`src/rtl/exmem_pkg.sv`:
```
// Shared definitions for the execute/memory pipeline stage: FSM encoding and watchdog sizing.
package exmem_pkg;

  typedef enum logic [1:0] {
    ST_IDLE = 2'd0,
    ST_REQ  = 2'd1,
    ST_WAIT = 2'd2
  } exmem_state_t;

  localparam int TIMER_W = 8;
  localparam logic [TIMER_W-1:0] EXMEM_TIMEOUT = 8'd255;

endpackage

```
`src/rtl/exmem_watchdog.sv`:
```
// WAIT-cycle watchdog; only instantiated when EXMEM_TIMEOUT_EN is defined.
module exmem_watchdog
  import exmem_pkg::*;
(
  input  logic clk,
  input  logic rst,
  input  logic enable,
  input  logic clear,
  output logic expired
);

  logic [TIMER_W-1:0] count;

  // expired fires during the EXMEM_TIMEOUT-th consecutive enabled cycle
  assign expired = enable && (count == EXMEM_TIMEOUT - TIMER_W'(1));

  always_ff @(posedge clk) begin
    if (rst || clear) begin
      count <= '0;
    end else if (enable && !expired) begin
      count <= count + TIMER_W'(1);
    end
  end

endmodule

```
`src/rtl/exmem_stage.sv`:
```
// Execute->memory pipeline stage: issues one memory access per load/store and hands results to writeback.
// Optional WAIT watchdog enabled by defining EXMEM_TIMEOUT_EN.
module exmem_stage
  import exmem_pkg::*;
(
  input  logic         clk,
  input  logic         rst,
  input  logic         ex_valid,
  input  logic [15:0]  ex_alu_out,
  input  logic [15:0]  ex_wr_data,
  input  logic         ex_mem_read,
  input  logic         ex_mem_write,
  input  logic         ex_halt,
  input  logic [15:0]  mem_rd_data,
  input  logic         mem_done,
  output logic         stall,
  output logic         mem_en,
  output logic         mem_wr,
  output logic [15:0]  mem_addr,
  output logic [15:0]  mem_wdata,
  output logic [15:0]  data_exmem,
  output logic         wb_valid,
  output logic [15:0]  wb_alu_out,
  output logic [15:0]  wb_mem_data,
  output logic         wb_halt,
  output logic         err,
  output exmem_state_t dbg_state
);

  // Handshake: upstream holds its bundle stable while stall is high; a bundle with
  // ex_valid=1 is consumed at any rising edge where stall is low and no halt is pending.

  exmem_state_t state;
  logic halted;
  logic lat_write;
  logic accept;
  logic is_mem;
  logic bad_mem;
  logic timeout;

  assign is_mem    = ex_mem_read | ex_mem_write;
  assign bad_mem   = is_mem & (ex_alu_out[0] | (ex_mem_read & ex_mem_write));
  assign stall     = (state == ST_REQ) | ((state == ST_WAIT) & !mem_done);
  assign accept    = ex_valid & !halted & ((state == ST_IDLE) | ((state == ST_WAIT) & mem_done));
  assign dbg_state = state;

`ifdef EXMEM_TIMEOUT_EN
  exmem_watchdog u_watchdog (
    .clk     (clk),
    .rst     (rst),
    .enable  (state == ST_WAIT),
    .clear   (state != ST_WAIT),
    .expired (timeout)
  );
`else
  assign timeout = 1'b0;
`endif

  always_ff @(posedge clk) begin
    if (rst) begin
      state       <= ST_IDLE;
      halted      <= 1'b0;
      lat_write   <= 1'b0;
      mem_en      <= 1'b0;
      mem_wr      <= 1'b0;
      mem_addr    <= '0;
      mem_wdata   <= '0;
      data_exmem  <= '0;
      wb_valid    <= 1'b0;
      wb_alu_out  <= '0;
      wb_mem_data <= '0;
      wb_halt     <= 1'b0;
      err         <= 1'b0;
    end else begin
      wb_valid <= 1'b0;
      mem_en   <= 1'b0;
      mem_wr   <= 1'b0;

      case (state)
        ST_REQ: state <= ST_WAIT;
        ST_WAIT: begin
          if (mem_done) begin
            if (!lat_write) wb_mem_data <= mem_rd_data;
            wb_alu_out <= mem_addr;
            wb_valid   <= 1'b1;
            state      <= ST_IDLE;
          end else if (timeout) begin
            err   <= 1'b1;
            state <= ST_IDLE;
          end
        end
        default: ;
      endcase

      // A non-memory op accepted on the completion edge shares that writeback pulse.
      if (accept) begin
        data_exmem <= ex_alu_out;
        if (ex_halt) begin
          halted  <= 1'b1;
          wb_halt <= 1'b1;
        end
        if (bad_mem) begin
          err <= 1'b1;
        end else if (is_mem) begin
          state     <= ST_REQ;
          mem_en    <= 1'b1;
          mem_wr    <= ex_mem_write;
          lat_write <= ex_mem_write;
          mem_addr  <= ex_alu_out;
          mem_wdata <= ex_wr_data;
        end else begin
          wb_alu_out <= ex_alu_out;
          wb_valid   <= 1'b1;
        end
      end
    end
  end

endmodule

```
`config.mk`:
```
export PLATFORM = sky130hd
export DESIGN_NAME = exmem_stage
export DESIGN_NICKNAME = d
export VERILOG_FILES = /design/src/rtl/exmem_pkg.sv /design/src/rtl/exmem_watchdog.sv /design/src/rtl/exmem_stage.sv
export SDC_FILE = /design/constraint.sdc
export NUM_CORES = 1
export LEC_CHECK = 0
export CELL_PAD_IN_SITES_DETAIL_PLACEMENT = 0
export CELL_PAD_IN_SITES_GLOBAL_PLACEMENT = 1
export CORE_MARGIN = 2
export CORE_UTILIZATION = 34
export DETAILED_ROUTE_END_ITERATION = 7
export GPL_ROUTABILITY_DRIVEN = 0
export PLACE_DENSITY_LB_ADDON = 0.12
export SETUP_SLACK_MARGIN = 0.05
export SYNTH_ARGS = -nofsm -noshare
export SYNTH_HDL_FRONTEND = slang
export SYNTH_HIERARCHICAL = 1
export SYNTH_SLANG_ARGS = --single-unit
```
`constraint.sdc`:
```
create_clock -name clk -period 3.6 [get_ports clk]
set_clock_uncertainty 0.15 [all_clocks]
set_input_delay 0.9 -clock clk [delete_from_list [all_inputs] [get_ports clk]]
set_output_delay 0.9 -clock clk [all_outputs]
set_load 0.02 [all_outputs]
```
=== After elaboration in Yosys (flattened, before gate mapping) ===
Cells that the tools add are included.
W data, S select, Z words.

* $add $sub $neg: 0
* Multiply operators: 0
* Divide/modulo/power cells: 0
* Order comparisons: 0
* Equal/unequal tests: 2
* Shift-type cells: 0
* Muxes and demuxes: 16
* Bitwise operators: 14
* Reductions and logical operators: 9

{| class="wikitable"
|+ Operators with widths
! cell !! number
|-
| $mux W16 || 5
|-
| $mux W2 || 4
|-
| $and A1 B1 Y1 || 6
|-
| $mux W1 || 6
|-
| $reduce_and A3 Y1 || 2
|-
| $not A1 Y1 || 4
|-
| $or A1 B1 Y1 || 4
|-
| $pmux W2 S2 || 1
|-
| $reduce_and A2 Y1 || 2
|-
| $reduce_or A4 Y1 || 1
|-
| $reduce_or A3 Y1 || 1
|-
| $eq A2 B1 Y1 const B || 1
|-
| $eq A2 B2 Y1 const B || 1
|-
| $logic_not A1 Y1 || 2
|-
| $logic_not A2 Y1 || 1
|}

* Bits in registers: 88
* Latch bits: 0
* RAM bits: 0
* Bits in read-only memories: 0
* Input bits: 55
* Memories: 0

=== Logic depth before layout (Yosys ltp) ===
Gate-level depths: netlist (run 1).

* Depth after elaboration: 6
* Gate-level depth with buffers: 8

=== Worst setup path before layout (run 1) ===
OpenSTA, ideal clock, no wires.

* Path type: input port to output port
* Start point: in mem_done
* End point: out stall
* Data arrival time: 1.439 ns
* Required time: 2.550 ns
* Setup slack: 1.111 ns
* Stages on the path: 3
* Path through: clkbuf_1 nand2b_1 nand2b_1

* Word-level cells in the longest chain between the ends: 3

{| class="wikitable"
|+ RTL lines
! item !! RTL line !! source
|-
| start, declared || exmem_stage.sv:15 || <nowiki>input logic mem_done,</nowiki>
|-
| $logic_not A1 Y1 || exmem_stage.sv:43 || <nowiki>assign stall = (state == ST_REQ) | ((state == ST_WAIT) & !mem_done);</nowiki>
|-
| $and A1 B1 Y1 || exmem_stage.sv:43 ||
|-
| $or A1 B1 Y1 || exmem_stage.sv:43 ||
|-
| end, declared || exmem_stage.sv:16 || <nowiki>output logic stall,</nowiki>
|}

No other way between the ends.

=== Worst setup path in the final report (run 1) ===
Ends and elaborated chain as after synthesis.

==> impl_metrics.ini, run 1 <==
[clocking]
hold_buffers = 0
clockBufferDepth = 2
insertion_delay_ps = 350
cts_buffers = 9
cts.sinks = 88
path_clk_slew_ps = 80
cts_tree = built
ctsResizeCount = 0
post_cts_buffers = 0
ctsHtreeMaxLevel = 3
clockRootBuffer = clkbuf_8

[job]
cap_violations = 0

[floorplan]
fp.dieArea_um2 = 12000
io_pins = 143
die_w_um = 109
fp.dieH_um = 109
start_util_pct = 34.9
design.core.area_um2 = 10800
row_count = 38

[synth]
synth.net_count = 479
synthXorXnorAreaFrac_pct = 0
synth_compound_area_share_pct = 13.8
synth_top_family_by_area = simple AND/OR/NAND/NOR gates
synth_seq_area_share_pct = 46.6
synth_simple_gate_area_share_pct = 24.9
synth-adder-area-share_pct = 1.66
netlist_area_um2 = 3780
ys_types = 33
ys.flop_type = dfxtp_1
yosysWarningCount = 6
syn_area_per_cell_um2 = 9.02
synth_edf_count = 0
synthArstFlopShare_pct = 0
synth_seq_cells = 88
synth_mux_area_share_pct = 8.21
syn_inst = 419

[power]
p_leak_nw = 1.87
total_power_mw = 2.01
vdd_ir_drop_max_mv = 0.143
power_density_nw_per_um2 = 367

[worst_hold_path]
hold_class = flip-flop to flip-flop
holdPathStages = 2

[timing]
rsz0062_at_grt = no
timing.setup.tns_ps = 0
setup_slack_ps = 374
drv_slew = 0
fin_crit_sh_pct = 89.6
hold_viol = 0
period_needed_ps = 3230
worst_pin_slew_ps = 838
setup_viol = 0
max_freq_ghz = 0.310
max_slew_margin_pct = 44.1

[finish]
drive_gt1_share_pct = 7.10
final_nets = 604
final_cell_mix = clkdlybuf4s50_1 (141), dfxtp_1 (88), nand2b_1 (66), nand2_1 (51), a21oi_1 (34)
fillerInstances = 1072
synthToLayoutAreaGrowth_pct = 45.0
layout_commonest_cell = clkdlybuf4s50_1
diodes = 0

[global_route]
grt_overflow = 0
grt_pass1_vias = 3200
track_usage_pct = 18.2
grt_pass1_wl_mm = 16.8
grt_antenna_before_repair = 0
grt_max_degree = 99

[worst_setup_path]
critPathKind = input pin to primary output
crit_path_start_kind = input pin
worstPathMaxFanout = 2
path_delay_family = buffers and inverters
end_kind = primary output
cp.arrival_ps = 2180
slowest_stage = clkdlybuf4s50_1
crit_required_ps = 2550
crit_buf_inv = 2
cp.depth = 4
reg2regPathDepth = 6
crit_chain = clkdlybuf4s50_1 > nand2b_1 > nand2b_1 > clkdlybuf4s50_1
r2r_setup_slack_ps = 1370
critPathMaxStageDelay_ps = 610

[routing]
vias_per_cell = 4.93
drtIter0Drc = 180
postRouteAntennaNets = 0
drc = 0
vias = 3398
drt_first_pass_iters = 4
wl_per_cell_um = 15.6
finalWirelength_mm = 10.8

[place]
hpwl_mm = 7.23
io_buffers = 142
dp_slack_ps = 370

[run_status]
status = completed
cell families (layout without fill, tap and decap cells):
| family | Yosys count | count (layout) |
|---|---|---|
| fa+ha+maj | 5 | 5 |
| compound gates | 76 | 76 |
| buf+inv | 41 | 171 |
| flops | 88 | 88 |
| mux | 31 | 31 |
| simple gates | 178 | 178 |
synthesized netlist by cell type (2+ instances only):
library cell	number	area (µm²)
dfxtp_1	88	1760
nand2b_1	66	413
nand2_1	51	191
a21oi_1	35	175
nand3_1	32	160
mux2i_1	31	310
clkbuf_1	27	101
nor3_1	16	80.1
o21ai_0	16	80.1
a311oi_2	9	135
a311oi_1	7	61.3
ha_1	5	62.6
a21o_1	3	22.5
buf_1	3	11.3
buf_2	3	15.0
buf_4	3	22.5
inv_1	3	11.3
nor2_1	3	11.3
buf_6	2	22.5
nor2b_1	2	12.5
nor4b_1	2	17.5
metal layers:
layer	global-route usage (%)	part of all wire, %	routed length, µm	up-vias
li1	-	-	-	1681
met1	25.4	46	4990	1579
met2	27.6	44	4780	127
met3	4.56	7.9	856	11
met4	5.79	1.4	152	0
met5	0	0	0	-
power breakdown:
part	internal, mW	leakage, nW	total, mW	switching (mW)
sequential	1.01	0.716	1.04	0.0238
clock	0.272	0.0926	0.632	0.359
combinational	0.175	1.06	0.343	0.168
sequential cells by signal (all words and copies together), names as in the netlist, 2 cells and up:
| name | cells |
|---|---|
| wb_mem_data | 16 |
| dbg_state | 2 |
| mem_wdata | 16 |
| wb_alu_out | 16 |
| mem_addr | 16 |
| data_exmem | 16 |
final timing paths:
kind	to	from
worst max register to register	mem_wdata[10]	dbg_state[0]
worst min register to register	wb_mem_data[2]	wb_mem_data[2]
worst min-delay path	wb_mem_data[2]	wb_mem_data[2]
worst max-delay path	stall	mem_done
worst min-delay path: cells and delay by family, from the launching register on:
| kind | cells | cell delay, ps |
|---|---|---|
| AOI/OAI and AO/OA | 1 | 50 |
| and+or+nand+nor | 1 | 50 |
| DFF | 1 | 310 |
area by class of cell:
class	instances	area, µm²	share of cell area (%)
clock inverter	6	43.8	0.799
sequential	88	1760	32.1
inverter	3	11.3	0.205
clock buffer	10	138	2.51
timing repair buffer	152	1510	27.5
multi-input combinational	290	1840	33.7
tap	140	175	3.20
through the flow:
step	instances	hold WS [ps]	utilization, %	cell area (µm²)
2_1_floorplan	419	319	-	3780
3_3_place_gp	673	293	48.9	5300
3_5_place_dp	673	299	48.9	5300
4_1_cts	689	312	50.6	5480
5_1_grt	689	326	50.6	5480
6_report	689	309	50.6	5480
Power figures use the tool's default switching activity.
==> inputs of run 2 (changes only) <==
--- a/config.mk
+++ b/config.mk
@@ -11,6 +11,7 @@
 export CORE_UTILIZATION = 34
 export DETAILED_ROUTE_END_ITERATION = 7
 export GPL_ROUTABILITY_DRIVEN = 0
+export GPL_TIMING_DRIVEN = 0
 export PLACE_DENSITY_LB_ADDON = 0.12
 export SETUP_SLACK_MARGIN = 0.05
 export SYNTH_ARGS = -nofsm -noshare
==> run 2 against run 1 <==
  * Maximum frequency is 2.4% higher
  * Wire length is 1.8% higher
  * Clock power is 7.4% higher
  * Global-route usage is 0.42 points higher
  * Highest routed layer unchanged
  * Die area stayed put
  * Sequential cell count stayed put
  * Worst hold slack worse by 3.9 ps
  * Clock-buffer cell count is 2 higher
  * Worst setup slack better by 75 ps
  * Non-clock buffer count is 27 higher
  * Sequential share of layout area is 0.45 points lower
  * Combinational power is 1% higher
==> impl_metrics.ini, run 2 (same netlist as run 1, synthesis figures left out) <==
[routing]
drt_first_pass_iters = 5
postRouteAntennaNets = 0
drc = 0
vias = 3439
vias_per_cell = 4.81
finalWirelength_mm = 11.0
wl_per_cell_um = 15.4
drtIter0Drc = 157

[timing]
drv_slew = 0
max_freq_ghz = 0.317
period_needed_ps = 3150
setup_slack_ps = 450
timing.hold.ws_ps = 305
worst_pin_slew_ps = 642
rsz0062_at_grt = no
setup_viol = 0
max_slew_margin_pct = 57.2
hold_viol = 0
fin_crit_sh_pct = 87.5

[finish]
synthToLayoutAreaGrowth_pct = 47.0
final_cell_mix = clkdlybuf4s50_1 (140), dfxtp_1 (88), nand2b_1 (66), nand2_1 (51), a21oi_1 (35)
drive_gt1_share_pct = 5.57
diodes = 0
final_nets = 631
layout_commonest_cell = clkdlybuf4s50_1
stdcell_count = 715

[power]
power_density_nw_per_um2 = 371
p_leak_nw = 1.91
vdd_ir_drop_max_mv = 0.147
internal_power_mw = 1.52
clkPwrFrac_pct = 32.9
combPwrFrac_pct = 16.9
switching_power_mw = 0.538
seqPwrFrac_pct = 50.2
swShare_pct = 26.1

[place]
hpwl_mm = 8.11
io_buffers = 141
placed_cells = 700
dp_slack_ps = -89.7

[worst_setup_path]
cp.arrival_ps = 2100
crit_path_start_kind = input pin
crit_required_ps = 2550
path_delay_family = buffers and inverters
critPathMaxStageDelay_ps = 520
end_kind = primary output
critPathKind = input pin to primary output
slowest_stage = clkdlybuf4s50_1
crit_chain = clkdlybuf4s50_1 > clkbuf_2 > nand2b_1 > nand2b_1 > dlymetal6s2s_1
crit_buf_inv = 3
worstPathMaxFanout = 10
crit_top_cell = nand2b_1

[clocking]
insertion_delay_ps = 350
cts_tree = built
clockRootBuffer = clkbuf_8
path_clk_slew_ps = 80
ctsHtreeMaxLevel = 3
cts.sinks = 88
cts_buffers = 9
clockBufferDepth = 2

[floorplan]
die_w_um = 109
start_util_pct = 34.9
fp.dieArea_um2 = 12000
fp.dieH_um = 109
row_count = 38
design.core.area_um2 = 10800
io_pins = 143

[job]
cap_violations = 0

[global_route]
grt_pass1_wl_mm = 17.1
grt_overflow = 0
track_usage_pct = 18.7
grt_antenna_before_repair = 0
grt_pass1_vias = 3270
grt_max_degree = 14

[worst_hold_path]
hold_class = flip-flop to flip-flop

[run_status]
status = completed
-- run 2: cell type report --
cell class | instances | area [µm²]
fill | 1068 | 5280
multi-input combinational | 290 | 1830
sequential | 88 | 1760
timing repair buffer | 141 | 1410
tap | 140 | 175
buffer | 38 | 174
clock buffer | 12 | 145
clock inverter | 3 | 42.5
inverter | 3 | 11.3
-- run 2: per-layer routing --
metal | part of all wire [%] | track usage, %
met5 | 0 | 0
met4 | 0.62 | 6.33
met3 | 7.0 | 5.04
met2 | 45 | 28.1
met1 | 47 | 25.8
-- run 2: final timing paths --
| kind | from | endpoint | cells after the start | slack, ps |
|---|---|---|---|---|
| worst max-delay path | mem_done | stall | 5 | 450 |
| worst min-delay path | wb_mem_data[13] | wb_mem_data[13] | 2 | 310 |
| worst max register to register | dbg_state[0] | wb_alu_out[2] | 7 | 1190 |
| worst min register to register | wb_mem_data[13] | wb_mem_data[13] | 2 | 310 |
-- run 2: power by group through the flow --
stage | Sequential, mW | Clock [mW] | Combinational, mW
floorplan | 1.10 | 0 | 0.122
global placement | 1.06 | 0 | 0.348
detailed placement | 1.06 | 0 | 0.349
CTS | 1.04 | 0.703 | 0.351
global route | 1.04 | 0.748 | 0.374
finish | 1.04 | 0.679 | 0.348
-- run 2: per-stage QoR --
step	setup TNS, ps	total power [mW]	instance area [µm²]	util [%]
2_1_floorplan	0	1.22	3780	-
3_3_place_gp	-84.0	1.41	5370	49.5
3_5_place_dp	-89.7	1.41	5370	49.5
4_1_cts	0	2.09	5560	51.2
5_1_grt	0	2.16	5560	51.3
6_report	0	2.06	5560	51.3
-- run 2: what timing repair did --
item | 4_1_cts | 5_1_grt
hold buffers | 0 | 0
buffers inserted | 0 | 0
resized for setup | 1 | 1
setup endpoints to repair | 1 | 1
-- run 2: worst register-to-register path: cells and delay by family, from the launching register on --
family | cells | cell delay (ps)
buffers and inverters | 3 | 740
and+or+nand+nor | 1 | 110
DFF | 1 | 380
AOI/OAI and AO/OA | 2 | 750
adders and majority gates | 1 | 190
==> inputs of run 3 (changes only) <==
==> constraint.sdc (replaced) <==
create_clock -name clk -period 3.9 [get_ports clk]
set_clock_uncertainty 0.15 [all_clocks]
set_input_delay 0.975 -clock clk [delete_from_list [all_inputs] [get_ports clk]]
set_output_delay 0.975 -clock clk [all_outputs]
set_load 0.02 [all_outputs]
==> run 3 against run 2 <==
  * Wire length is essentially flat
  * Register-to-register slack improved by 310 ps
  * Sequential share of layout area is essentially flat
  * Clock-buffer cell count unchanged
  * Largest power group unchanged
==> impl_metrics.ini, run 3 (same netlist as run 1, synthesis figures left out) <==
[floorplan]
design.core.area_um2 = 10800
fp.dieArea_um2 = 12000
fp.dieH_um = 109
die_w_um = 109
start_util_pct = 34.9
io_pins = 143
row_count = 38

[worst_hold_path]
holdPathStages = 2
min_to = wb_mem_data[13]
holdCritStartpoint = wb_mem_data[13]
hold_class = flip-flop to flip-flop

[routing]
drt_first_pass_iters = 4
drtIter0Drc = 149
drc = 0
finalWirelength_mm = 11.0
wl_per_cell_um = 15.3
vias_per_cell = 4.82
postRouteAntennaNets = 0
vias = 3448

[power]
vdd_ir_drop_max_mv = 0.136
total_power_mw = 1.90
power_density_nw_per_um2 = 343
p_leak_nw = 1.89

[clocking]
post_cts_buffers = 0
clockBufferDepth = 2
ctsHtreeMaxLevel = 3
insertion_delay_ps = 350
clockRootBuffer = clkbuf_8
cts_buffers = 9
path_clk_slew_ps = 80
cts.sinks = 88
cts_tree = built
ctsResizeCount = 0
hold_buffers = 0

[global_route]
track_usage_pct = 18.7
grt_pass1_vias = 3270
grt_pass1_wl_mm = 17.1
use_met1_pct = 25.8
grt_antenna_before_repair = 0
grt_max_degree = 14
grt_overflow = 0
use_met2_pct = 28.1
top_usage_layer = met2
grt_util_met3_pct = 5.04

[worst_setup_path]
critPathKind = input pin to primary output
regToRegEndpoint = wb_alu_out[2]
cp.arrival_ps = 2550
crit_path_start_kind = input pin
worstPathMaxFanout = 10
r2r_setup_slack_ps = 1500
reg2regPathDepth = 7
timing.rr.start = dbg_state[0]
end_kind = primary output
crit_required_ps = 2770

[place]
io_buffers = 141
hpwl_mm = 8.11

[finish]
utilization_pct = 51.2
layout_commonest_cell = clkdlybuf4s50_1
synthToLayoutAreaGrowth_pct = 47.0
final_cell_mix = clkdlybuf4s50_1 (141), dfxtp_1 (88), nand2b_1 (66), nand2_1 (51), a21oi_1 (35)
final_nets = 631
diodes = 0
drive_gt1_share_pct = 5.57

[timing]
drv_slew = 0
setup_viol = 0
rsz0062_at_grt = no
fin_crit_sh_pct = 94.1
hold_viol = 0
worst_pin_slew_ps = 635
period_needed_ps = 3670
timing.setup.tns_ps = 0
max_freq_ghz = 0.272
max_slew_margin_pct = 57.7

[job]
cap_violations = 0

[run_status]
status = completed
[run 3: changes by cell type in the layout (fill, tap and decap cells not counted), sizes merged]
cell / before / now
clkdlybuf4s50: 140 / 141
dlymetal6s2s: 1 / 0
[run 3: layout make-up]
cell class / count / area, µm²
clock buffers: 12 / 145
fillers: 1069 / 5290
flip-flops and latches: 88 / 1760
repair buffers: 141 / 1410
clock inverters: 3 / 42.5
multi-input cells: 290 / 1830
plain buffers: 38 / 174
well taps: 140 / 175
inverters: 3 / 11.3
[run 3: worst max-delay path by stage]
| stage | depth (start not counted) | end | start | slack, ps |
|---|---|---|---|---|
| after floorplan | 3 | stall | mem_done | 1260 |
| after global placement | 5 | stall | mem_done | 70 |
| after detailed placement | 5 | stall | mem_done | 60 |
| after CTS | 5 | stall | mem_done | 60 |
| after global routing | 5 | stall | mem_done | 150 |
| final | 5 | stall | mem_done | 230 |
[run 3: worst max-delay path, stage by stage]
cell,delay (ps)
clkdlybuf4s50_1,460
clkbuf_2,230
nand2b_1,200
nand2b_1,80
clkdlybuf4s50_1,610
[run 3: power breakdown]
| part | leakage [nW] | internal [mW] | switching, mW |
|---|---|---|---|
| registers | 0.716 | 0.934 | 0.0213 |
| clock network | 0.0925 | 0.310 | 0.317 |
| logic | 1.08 | 0.163 | 0.158 |
| total | 1.89 | 1.41 | 0.497 |
[run 3: per-layer routing]
layer | vias to the layer above | share of wire [%]
li1 | 1739 | -
met1 | 1605 | 47
met2 | 99 | 45
met3 | 5 | 7.1
met4 | 0 | 0.62
met5 | - | 0
[run 3: metrics by stage]
| stage | hold WS (ps) | cells | setup WS [ps] | area [µm²] |
|---|---|---|---|---|
| detailed placement | 297 | 700 | 60.3 | 5370 |
| CTS | 309 | 715 | 55.9 | 5550 |
| global route | 322 | 715 | 151 | 5560 |
| floorplan | 319 | 419 | 1260 | 3780 |
| finish | 305 | 715 | 228 | 5560 |
| global placement | 292 | 700 | 66.0 | 5370 |
